File: config.mk
export PLATFORM = sky130hd
export DESIGN_NAME = multicycle_main_control
export DESIGN_NICKNAME = d
export VERILOG_FILES = /design/src/rtl/multicycle_pkg.sv /design/src/rtl/branch_cond_eval.sv /design/src/rtl/multicycle_main_control.sv
export SDC_FILE = /design/constraint.sdc
export NUM_CORES = 1
export LEC_CHECK = 0
export CAP_MARGIN = 20
export CORE_UTILIZATION = 35
export CTS_CLUSTER_SIZE = 14
export DETAILED_ROUTE_END_ITERATION = 12
export PLACE_DENSITY_LB_ADDON = 0.2
export SLEW_MARGIN = 30
export SYNTH_ARGS = -nofsm -noshare
export SYNTH_HDL_FRONTEND = slang
export SYNTH_SLANG_ARGS = --single-unit
File: constraint.sdc
create_clock -name clk -period 1.28 [get_ports clk]
set_input_delay 0.128 -clock clk [delete_from_list [all_inputs] [get_ports clk]]
set_output_delay 0.128 -clock clk [all_outputs]
set_load 0.02 [all_outputs]
File: src/rtl/multicycle_pkg.sv
// Shared encodings for the multi-cycle core main control and the ALU control unit.
package multicycle_pkg;

  // Opcode field values (instr[15:12]); 0110 and 1101-1111 are undefined.
  localparam logic [3:0] OP_R    = 4'b0000;
  localparam logic [3:0] OP_ADDI = 4'b0001;
  localparam logic [3:0] OP_ANDI = 4'b0010;
  localparam logic [3:0] OP_ORI  = 4'b0011;
  localparam logic [3:0] OP_SUBI = 4'b0100;
  localparam logic [3:0] OP_J    = 4'b0101;
  localparam logic [3:0] OP_LW   = 4'b0111;
  localparam logic [3:0] OP_SW   = 4'b1000;
  localparam logic [3:0] OP_BEQ  = 4'b1001;
  localparam logic [3:0] OP_BNE  = 4'b1010;
  localparam logic [3:0] OP_BLT  = 4'b1011;
  localparam logic [3:0] OP_BGT  = 4'b1100;

  // ALUOp codes understood by the ALU control unit.
  localparam logic [3:0] ALUOP_NONE = 4'b0000;
  localparam logic [3:0] ALUOP_ADD  = 4'b0001;

  // ALU operand B select.
  localparam logic [1:0] SRC_B_REG    = 2'b00;
  localparam logic [1:0] SRC_B_STEP   = 2'b01;
  localparam logic [1:0] SRC_B_IMM    = 2'b10;
  localparam logic [1:0] SRC_B_IMM_SH = 2'b11;

  // PC source select.
  localparam logic [1:0] PC_SRC_ALU    = 2'b00;
  localparam logic [1:0] PC_SRC_ALUOUT = 2'b01;
  localparam logic [1:0] PC_SRC_JUMP   = 2'b10;

  // Control states; encodings 1101-1111 are unreachable.
  typedef enum logic [3:0] {
    S_IDLE     = 4'd0,
    S_FETCH    = 4'd1,
    S_DECODE   = 4'd2,
    S_EXEC_R   = 4'd3,
    S_ALU_WB_R = 4'd4,
    S_EXEC_I   = 4'd5,
    S_ALU_WB_I = 4'd6,
    S_MEM_ADDR = 4'd7,
    S_MEM_RD   = 4'd8,
    S_MEM_WR   = 4'd9,
    S_MEM_WB   = 4'd10,
    S_BRANCH   = 4'd11,
    S_JUMP     = 4'd12
  } state_t;

endpackage

File: src/rtl/branch_cond_eval.sv
// Branch resolution: decides whether a conditional branch is taken from the ALU flags.
module branch_cond_eval
  import multicycle_pkg::*;
#(
  parameter int unsigned OPCODE_W = 4
) (
  input  logic [OPCODE_W-1:0] opcode,
  input  logic                alu_zero,
  input  logic                alu_neg,
  output logic                take
);

  // Condition select by branch opcode; non-branch opcodes never take.
  always_comb begin
    take = 1'b0;
    case (opcode)
      OPCODE_W'(OP_BEQ): take = alu_zero;
      OPCODE_W'(OP_BNE): take = !alu_zero;
      OPCODE_W'(OP_BLT): take = alu_neg;
      OPCODE_W'(OP_BGT): take = !alu_neg && !alu_zero;
      default:           take = 1'b0;
    endcase
  end

endmodule

File: src/rtl/multicycle_main_control.sv
// Main control FSM of the multi-cycle core: one control state per clock,
// memory-ready stalls in FETCH/MEM_RD/MEM_WR, flag-resolved branches.
module multicycle_main_control
  import multicycle_pkg::*;
#(
  parameter int unsigned OPCODE_W = 4,
  parameter int unsigned ALUOP_W  = 4
) (
  input  logic                clk,
  input  logic                rst_n,
  input  logic [OPCODE_W-1:0] opcode,
  input  logic                alu_zero,
  input  logic                alu_neg,
  input  logic                mem_ready,
  output logic [ALUOP_W-1:0]  alu_op,
  output logic                alu_src_a,
  output logic [1:0]          alu_src_b,
  output logic                i_or_d,
  output logic                mem_read,
  output logic                mem_write,
  output logic                ir_write,
  output logic                pc_write,
  output logic [1:0]          pc_source,
  output logic                reg_write,
  output logic                reg_dst,
  output logic                mem_to_reg,
  output logic                illegal_op
);

  state_t state, next_state;
  logic   take;

  branch_cond_eval #(.OPCODE_W(OPCODE_W)) u_branch_cond_eval (
    .opcode   (opcode),
    .alu_zero (alu_zero),
    .alu_neg  (alu_neg),
    .take     (take)
  );

  // State register; reset forces IDLE immediately so every strobe drops at once.
  always_ff @(posedge clk or negedge rst_n) begin
    if (!rst_n) state <= S_IDLE;
    else        state <= next_state;
  end

  // Next-state and output decode; everything defaults to 0 (IDLE/unreachable behaviour).
  always_comb begin
    next_state = state;
    alu_op     = ALUOP_W'(ALUOP_NONE);
    alu_src_a  = 1'b0;
    alu_src_b  = SRC_B_REG;
    i_or_d     = 1'b0;
    mem_read   = 1'b0;
    mem_write  = 1'b0;
    ir_write   = 1'b0;
    pc_write   = 1'b0;
    pc_source  = PC_SRC_ALU;
    reg_write  = 1'b0;
    reg_dst    = 1'b0;
    mem_to_reg = 1'b0;
    illegal_op = 1'b0;
    case (state)
      S_IDLE: next_state = S_FETCH;
      S_FETCH: begin
        alu_op    = ALUOP_W'(ALUOP_ADD);
        alu_src_b = SRC_B_STEP;
        mem_read  = 1'b1;
        if (mem_ready) begin
          ir_write   = 1'b1;
          pc_write   = 1'b1;
          next_state = S_DECODE;
        end
      end
      S_DECODE: begin
        alu_op    = ALUOP_W'(ALUOP_ADD);
        alu_src_b = SRC_B_IMM_SH;
        case (opcode)
          OPCODE_W'(OP_R):    next_state = S_EXEC_R;
          OPCODE_W'(OP_ADDI), OPCODE_W'(OP_ANDI),
          OPCODE_W'(OP_ORI),  OPCODE_W'(OP_SUBI): next_state = S_EXEC_I;
          OPCODE_W'(OP_LW),   OPCODE_W'(OP_SW):   next_state = S_MEM_ADDR;
          OPCODE_W'(OP_BEQ),  OPCODE_W'(OP_BNE),
          OPCODE_W'(OP_BLT),  OPCODE_W'(OP_BGT):  next_state = S_BRANCH;
          OPCODE_W'(OP_J):    next_state = S_JUMP;
          default: begin
            illegal_op = 1'b1;
            next_state = S_FETCH;
          end
        endcase
      end
      S_EXEC_R: begin
        alu_op     = ALUOP_W'(opcode);
        alu_src_a  = 1'b1;
        alu_src_b  = SRC_B_REG;
        next_state = S_ALU_WB_R;
      end
      S_ALU_WB_R: begin
        reg_write  = 1'b1;
        reg_dst    = 1'b1;
        next_state = S_FETCH;
      end
      S_EXEC_I: begin
        alu_op     = ALUOP_W'(opcode);
        alu_src_a  = 1'b1;
        alu_src_b  = SRC_B_IMM;
        next_state = S_ALU_WB_I;
      end
      S_ALU_WB_I: begin
        reg_write  = 1'b1;
        next_state = S_FETCH;
      end
      S_MEM_ADDR: begin
        alu_op     = ALUOP_W'(ALUOP_ADD);
        alu_src_a  = 1'b1;
        alu_src_b  = SRC_B_IMM;
        next_state = (opcode == OPCODE_W'(OP_LW)) ? S_MEM_RD : S_MEM_WR;
      end
      S_MEM_RD: begin
        mem_read = 1'b1;
        i_or_d   = 1'b1;
        if (mem_ready) next_state = S_MEM_WB;
      end
      S_MEM_WR: begin
        mem_write = 1'b1;
        i_or_d    = 1'b1;
        if (mem_ready) next_state = S_FETCH;
      end
      S_MEM_WB: begin
        reg_write  = 1'b1;
        mem_to_reg = 1'b1;
        next_state = S_FETCH;
      end
      S_BRANCH: begin
        alu_op     = ALUOP_W'(opcode);
        alu_src_a  = 1'b1;
        alu_src_b  = SRC_B_REG;
        pc_source  = PC_SRC_ALUOUT;
        pc_write   = take;
        next_state = S_FETCH;
      end
      S_JUMP: begin
        pc_write   = 1'b1;
        pc_source  = PC_SRC_JUMP;
        next_state = S_FETCH;
      end
      default: next_state = S_IDLE;
    endcase
  end

endmodule

==> results of run 1 <==
[repair_timing]
| action | 4_1_cts |
|---|---|
| endpoints found under the setup margin | 22 |
| endpoints found under the hold margin | 0 |
| setup buffers | 6 |
| pin swaps | 8 |
| resized for setup | 123 |
[Yosys cell counts, drive strengths merged (2+ instances only)]
cell type	count
a21oi	11
buf	6
a31oi	4
nand2	7
nor2	17
nor2b	2
a21boi	2
inv	7
o22a	2
nor3	6
dfrtp	4
o21ai	4
mux2i	2
nand2b	6
[stage by stage]
step | utilization [%] | TNS, ns | cells
CTS | 82.79 | -3.559 | 176
detailed placement | 75.16 | -9.605 | 167
global placement | 75.16 | -8.971 | 167
floorplan | - | -0.2254 | 93
[cells by family after synthesis]
| logic type | synth area share [%] |
|---|---|
| multiplexers | 3.354 |
| XOR/XNOR | 1.468 |
| AO/OA/AOI/OAI | 36.27 |
| AND/OR/NAND/NOR | 31.87 |
| flip-flops | 16.77 |
| buffers and inverters | 10.27 |
[routing by layer]
| layer | GRT overflow | track usage [%] |
|---|---|---|
| met5 | 0 | 0 |
| met4 | 3 | 68.48 |
| met3 | 0 | 35.32 |
| met2 | 9 | 81.49 |
| met1 | 0 | 64.87 |
==> results.md, run 1 <==
- Gpl congestion: approximately 0.9
- Most used DFF post-synth: dfrtp_1
- Register area share after synthesis: between 10% and 20%
- Starting Density: approximately 39%
- GR repair worst EP: alu_op[3]
- Gate Count Post-Synth: 93
- Mapped Area: 596.8 um^2
- Largest net degree at the start of global routing: 10
- Placed Area: between 1000 and 1500 um^2
- Synth unique cells: 31
- Pre-CTS WS: -0.7805 ns
- Die Height: about 43 um
- Error: [ERROR GRT-0232] Routing congestion too high. Check the congestion heatmap in the GUI.
- Number of enable flip-flop cells after synthesis: 0
- Num Clock Sinks: 4
- Area share of the largest cell type after synthesis: between 15 and 20%
- Num CTS Buffers: 3
- IO buf count: 26
- CTS Hold Bufs: 0
- #FFs+latches synth: 4
- Root Driver: clkbuf_4
- Outcome: aborted with a tool error
- H-tree depth: 1
- Area leader, netlist: dfrtp_1
- Row cnt: 14
- IO Count: 27
- Synth area leaders: dfrtp_1, nor2_1, a21oi_1
- Global route overflow: 12
- Async set or reset register ratio after synthesis: 100.0%
- Longest Clk Path Bufs: 2
- Synthesized net count: 102
- Detail Placement HPWL: roughly 1800 um
- Worst ep type: output port
- GRT Total Usage: 62.51%
- Fail Step: 5_1_grt
- Synth Area per Inst: ~6.4 um^2
- YS warnings: 0
- Die width: 43.30 um
==> run 2: changes to the inputs <==
- CORE_AREA: not set -> 2 2 63 65
- CORE_UTILIZATION: 35 -> not set
- CTS_CLUSTER_SIZE: 14 -> not set
- DIE_AREA: not set -> 0 0 65 67
- PLACE_DENSITY_LB_ADDON: 0.2 -> 0.15
==> results.md, run 2 <==
- Outcome: finished with violations
- Failing checks: negative setup slack
- Gate Count Post-Synth: 93
- Root Driver: clkbuf_8
- Diodes inserted: 0
- Most common cell after layout, fill and taps aside: buf_4
- IO Count: 27
- CTS Hold Bufs: 0
- Critical path capture point type: output pin
- Fillers: 371
- Top reg by flops: state
- Final period demand of the worst path: roughly 1.5 ns
- First-pass GRT wire length: roughly 4100 um
- Portion of total power attributed to combinational logic: a little over four fifths
- Area share of the largest cell type after synthesis: ~17%
- Setup Viol. Count Final: 20
- Synth cell count leaders: nor2_1, a21oi_1, nand2_1
- Fin Hold WS: 0.1210 ns
- Async set or reset register ratio after synthesis: 100.0%
- Clk_lat worst skew: roughly 0.21 ns
- Number of enable flip-flop cells after synthesis: 0
- Starting Density: around 17%
- WP data required: 1.15 ns
- Sw Ratio: around 45%
- Power density cells: between 2000 and 2500 nW/um^2
- Clk network pwr share: 7.2%
- Detail Placement HPWL: roughly 2000 um
- Worst R2R Start: state[3]
- Worst EP arrival: 1.39 ns
- FF-to-FF path depth: 5
- Final Hold Viols: 0
- Lkg Pwr: ~0.7 nW
- Top-count cell post-synth: nor2_1
- Core Area: around 3600 um^2
- Crit path buf inv count: 2
- Synth area leaders: dfrtp_1, nor2_1, a21oi_1
- Placed Area: 1206 um^2
- Max Clk Rate: between 600 and 700 MHz
- #FFs+latches synth: 4
- Mapped Area: just under 600 um^2
- Synthesized net count: around 100
- DRC: 0
- HP Class: primary input to asynchronous set/reset pin
- Crit start category: register
- WL/cell: roughly 12 um
- Synth Area per Inst: ~6.4 um^2
- CP delay by family, top: flip-flops
- Gpl congestion: between 0.7 and 0.8
- Global route overflow: 0
- Area leader, netlist: dfrtp_1
- Synth unique cells: 31
- Cell Count, Final, Fillers Out: ~210
- Slew Viols, Final: 0
- Most Frequent Cell on Critical Path: buf_4
- Sequential power share: about 8.4%
- Clock slew at reported path FFs: about 0.030 ns
- Worst slew margin: between 80% and 90%
- Largest net degree at the start of global routing: 7
- YS warnings: 0
- Clk_skew: 0.002239 ns
- Die Height: 67 um
- Vias per Instance: ~4.4
- Initial antenna violation count: 0
- Longest Clk Path Bufs: 2
- 1st-pass router iterations: 4
- Reg2reg end: state[0]
- Num Clock Sinks: 4
- Layout overhead on the synthesized area: 157.2%
- Routed Antenna Nets: 0
- Crit-path max cell delay: between 0.4 and 0.5 ns
- Worst vdd ir: 849.4 uV
- Sw power: between 0.0015 and 0.002 W
- RSZ-0062 raised after global routing: yes
- H-tree depth: 1
- Worst Slack Setup Final: -0.2335 ns
- Setup_tns: -2.826 ns
- Routed WL: 2604 um
- Reg2Reg Setup Slack: -0.07 ns
- Layout cells sized above 1: 66.06%
- Final instance area: between 1500 and 2000 um^2
- P_int: 0.001969 W
- Row cnt: 22
- Critical Path Start: state[3]
- Layout Nets: between 150 and 200
- Vias: 940
- Tot Pwr: 0.003559 W
- Vias in the first global route: 910
- Slew @ Worst Pin: between 0.2 and 0.25 ns
- Largest registers: state (4)
- TritonCTS clock tree: built
- IO buf count: 26
- GRT Total Usage: approximately 12%
- Commonest non-fill, non-tap cells in the layout: buf_4, buf_6, nor2_1
- Max FO, Critical Path: 5
- Crit-path cells: buf_4 > nand2_1 > nor2_1 > a31oi_1 > o32ai_2 > buf_4
- Placed Cells: 200
- Starting DRC count in detailed routing: 29
- Flip-flop count of the largest register after layout: 4
- Num CTS Buffers: 3
- CP Class: register to output pin
- Register area share after synthesis: 16.77%
- Most used DFF post-synth: dfrtp_1
- Cell at the slowest stage of the critical path: dfrtp_2
- Final period utilization: 118.2%
- Max Cap Viol: 0
- Die ar.: about 4400 um^2
- Die width: roughly 65 um
[run 2: cell type report]
type / count / area [um^2] / share of cell area, %
sequential: 4 / 103.9 / 6.765
inverter: 7 / 28.78 / 1.874
tap: 48 / 60.06 / 3.912
multi-input combinational: 76 / 643.1 / 41.89
clock buffer: 3 / 41.29 / 2.689
timing repair buffer: 75 / 658.1 / 42.87
[run 2: worst max path at each step]
stage,to,depth (start not counted)
3_3_place_gp,pc_write,6
2_1_floorplan,alu_op[0],5
6_report,pc_write,6
3_5_place_dp,pc_write,6
5_1_grt,alu_op[0],6
4_1_cts,alu_op[0],6
[run 2: metal layers]
metal	vias up	track usage [%]	part of all wire [%]
met1	435	14.93	44
met2	28	21.65	51
met4	0	2.394	0
met5	-	0	0
li1	477	-	-
met3	0	3.209	5.4
[run 2: through the flow]
stage	util, %	setup WS (ns)
4_1_cts	37.23	-0.2307
3_5_place_dp	33.45	-0.7284
5_1_grt	42.57	-0.2818
6_report	42.57	-0.2335
3_3_place_gp	33.45	-0.7351
2_1_floorplan	-	-0.04928
[run 2: cells by family after synthesis]
logic type / share of synthesized area, %
AO/OA/AOI/OAI: 36.27
flip-flops: 16.77
XOR/XNOR: 1.468
multiplexers: 3.354
AND/OR/NAND/NOR: 31.87
buffers and inverters: 10.27
[run 2: repair_timing]
action                                  CTS  global route
endpoints found under the setup margin   22            22
gates resized for setup                 123            34
pin swaps                                 9            11
setup buffers                             7             3
[run 2: power by group through the flow]
stage	Clock [W]	Sequential, W	Combinational, W
floorplan	0	0.000226	0.00109
detailed placement	0	0.000289	0.00216
CTS	0.000262	0.000279	0.00243
global route	0.000290	0.000305	0.00319
global placement	0	0.000287	0.00214
finish	0.000257	0.000298	0.00300
Power figures use the tool's default switching activity.
==> run 3: changes to the inputs <==
- ABC_AREA: not set -> 1
- CAP_MARGIN: 20 -> not set
==> results.md, run 3 <==
- Die ar.: 4355 um^2
- Vias per Instance: between 4 and 5
- Die width: ~65 um
- Failing checks: negative setup slack
- First-pass GRT wire length: between 3000 and 4000 um
- 1st-pass router iterations: 4
- Synth area leaders: nand2_1, dfrtp_1, nor2_1
- Routed WL: approximately 2300 um
- Routed Antenna Nets: 0
- Sw power: about 0.0015 W
- Num CTS Buffers: 3
- Starting DRC count in detailed routing: 16
- #FFs+latches synth: 4
- Worst vdd ir: roughly 490 uV
- Initial antenna violation count: 0
- Fin Hold WS: about 0.12 ns
- Final Hold Viols: 0
- Cell at the slowest stage of the critical path: dfrtp_2
- Register area share after synthesis: between 10% and 20%
- FF-to-FF path depth: 10
- YS warnings: 0
- Diodes inserted: 0
- Critical path capture point type: output pin
- Synth Area per Inst: approximately 5.2 um^2
- Cell Count, Final, Fillers Out: about 230
- DRC: 0
- Seq. cell area: around 110 um^2
- RSZ-0062 raised after global routing: yes
- Gpl congestion: around 0.82
- IO buf count: 26
- Longest Clk Path Bufs: 2
- Placed Cells: 216
- P_int: between 0.0015 and 0.002 W
- IO Count: 27
- Area occupied by multi-input gates: 521.8 um^2
- Async set or reset register ratio after synthesis: 100.0%
- Core Area: ~3600 um^2
- WP data required: 1.15 ns
- Vias in the first global route: 931
- Top reg by flops: state
- Final period utilization: 121.9%
- Die Height: between 60 and 70 um
- Slew Viols, Final: 0
- Clk_lat worst skew: between 0.2 and 0.25 ns
- HP Class: primary input to asynchronous set/reset pin
- Reg2Reg Setup Slack: -0.27 ns
- Portion of total power attributed to combinational logic: between 80 and 90%
- Worst EP arrival: 1.43 ns
- Root Driver: clkbuf_8
- H-tree depth: 1
- TritonCTS clock tree: built
- Layout overhead on the synthesized area: 158.0%
- Clk_skew: about 0.00028 ns
- Crit-path cells: inv_4 > nand2_4 > nor2_4 > nor2_4 > o21ai_2 > or2_1 > buf_6
- Clock slew at reported path FFs: approximately 0.03 ns
- Top-count cell post-synth: nand2_1
- Synth unique cells: 17
- Area leader, netlist: nand2_1
- Worst Slack Setup Final: -0.2799 ns
- Synth cell count leaders: nand2_1, nor2_1, inv_1, nand3_1, o21ai_0
- Area share of the largest cell type after synthesis: 22.10%
- Worst slew margin: between 80% and 90%
- Critical Path Start: state[2]
- Largest net degree at the start of global routing: 7
- Max Cap Viol: 0
- Clk network pwr share: 7.9%
- Starting Density: between 10% and 20%
- Reg2reg end: state[1]
- Final period demand of the worst path: about 1.6 ns
- Crit start category: register
- Gate Count Post-Synth: 107
- Sw Ratio: 46.52%
- Power density cells: 2285 nW/um^2
- Max Clk Rate: between 600 and 700 MHz
- Slew @ Worst Pin: between 0.2 and 0.25 ns
- Most common cell after layout, fill and taps aside: buf_4
- CTS Hold Bufs: 0
- Largest registers: state (4)
- Worst R2R Start: state[2]
- Synthesized net count: around 120
- Number of enable flip-flop cells after synthesis: 0
- Crit-path max cell delay: ~0.43 ns
- Sequential power share: under 10%
- Max FO, Critical Path: 5
- Mapped Area: about 560 um^2
- GRT Total Usage: between 10 and 15%
- WL/cell: between 9 and 10 um
- Flip-flop count of the largest register after layout: 4
- Layout Nets: about 200
- Global route overflow: 0
- Num Clock Sinks: 4
- Critical Path Sink: alu_src_a
- Row cnt: 22
- CP Class: register to output pin
- Setup Viol. Count Final: 22
- Layout cells sized above 1: between 50% and 60%
- Detail Placement HPWL: between 1500 and 2000 um
- Outcome: finished with violations
- Vias: approximately 960
- Most used DFF post-synth: dfrtp_1
- Lkg Pwr: around 0.74 nW
- Commonest non-fill, non-tap cells in the layout: buf_4, nand2_1, buf_6
- Most Frequent Cell on Critical Path: nor2_4
- Fillers: between 300 and 400
## run 3: cell families after synthesis
family          after synthesis  share of synthesized area, %
simple gates                 71                         55.36
compound gates               12                         13.39
flops                         4                         17.86
buf+inv                      20                         13.39
## run 3: critical path, delay by kind of cell (launching register included)
family | cells | cell delay [ns]
AND/OR/NAND/NOR | 4 | 0.49
flip-flops | 1 | 0.43
buffers and inverters | 2 | 0.20
AO/OA/AOI/OAI | 1 | 0.09
## run 3: final cells by class
cell class,count,area share [%]
timing repair buffer,75,44.12
multi-input combinational,83,36.07
sequential,4,7.266
inverter,20,5.536
tap,48,4.152
clock buffer,3,2.855
## run 3: how the worst min path moves through the flow
stage | start | endpoint | slack, ns | cells past startpoint
after global placement | rst_n | state[1] | 0.34 | 1
after detailed placement | rst_n | state[0] | 0.35 | 1
after floorplan | rst_n | state[0] | -0.17 | 0
final | rst_n | state[2] | 0.12 | 1
after CTS | rst_n | state[2] | 0.12 | 1
after global routing | rst_n | state[2] | 0.13 | 1
## run 3: what timing repair did
item                                    4_1_cts  5_1_grt
endpoints found under the hold margin         0        0
endpoints found under the setup margin       21       22
gates resized for setup                     125       25
pin swaps                                     9        5
buffers inserted                             11        3
## run 3: layer usage
layer	vias up	part of all wire [%]	track usage, %	wire, um
li1	490	-	-	-
met1	442	42	12.51	959
met2	19	54	19.85	1227
met3	4	3.2	1.520	73
met4	0	1.3	5.053	29
met5	-	0	0	0
## run 3: power groups by stage
stage | sequential [W] | clock (W) | combinational (W)
final | 0.000311 | 0.000262 | 0.00273
after global routing | 0.000322 | 0.000285 | 0.00294
after CTS | 0.000288 | 0.000270 | 0.00244
after detailed placement | 0.000266 | 0 | 0.00207
after global placement | 0.000266 | 0 | 0.00207
after floorplan | 0.000256 | 0 | 0.000977
## run 3: stage by stage
step	utilization, %	TNS, ns	worst slack (ns)	power [W]	cell area (um^2)
final	40.11	-3.586	-0.2799	0.003305	1446
after floorplan	-	-0.02569	-0.02569	0.001234	573.1
after CTS	36.75	-3.413	-0.2836	0.003003	1325
after detailed placement	32.06	-8.752	-0.6479	0.002333	1156
after global placement	32.06	-8.785	-0.6196	0.002341	1156
after global routing	40.11	-5.170	-0.3484	0.003547	1446
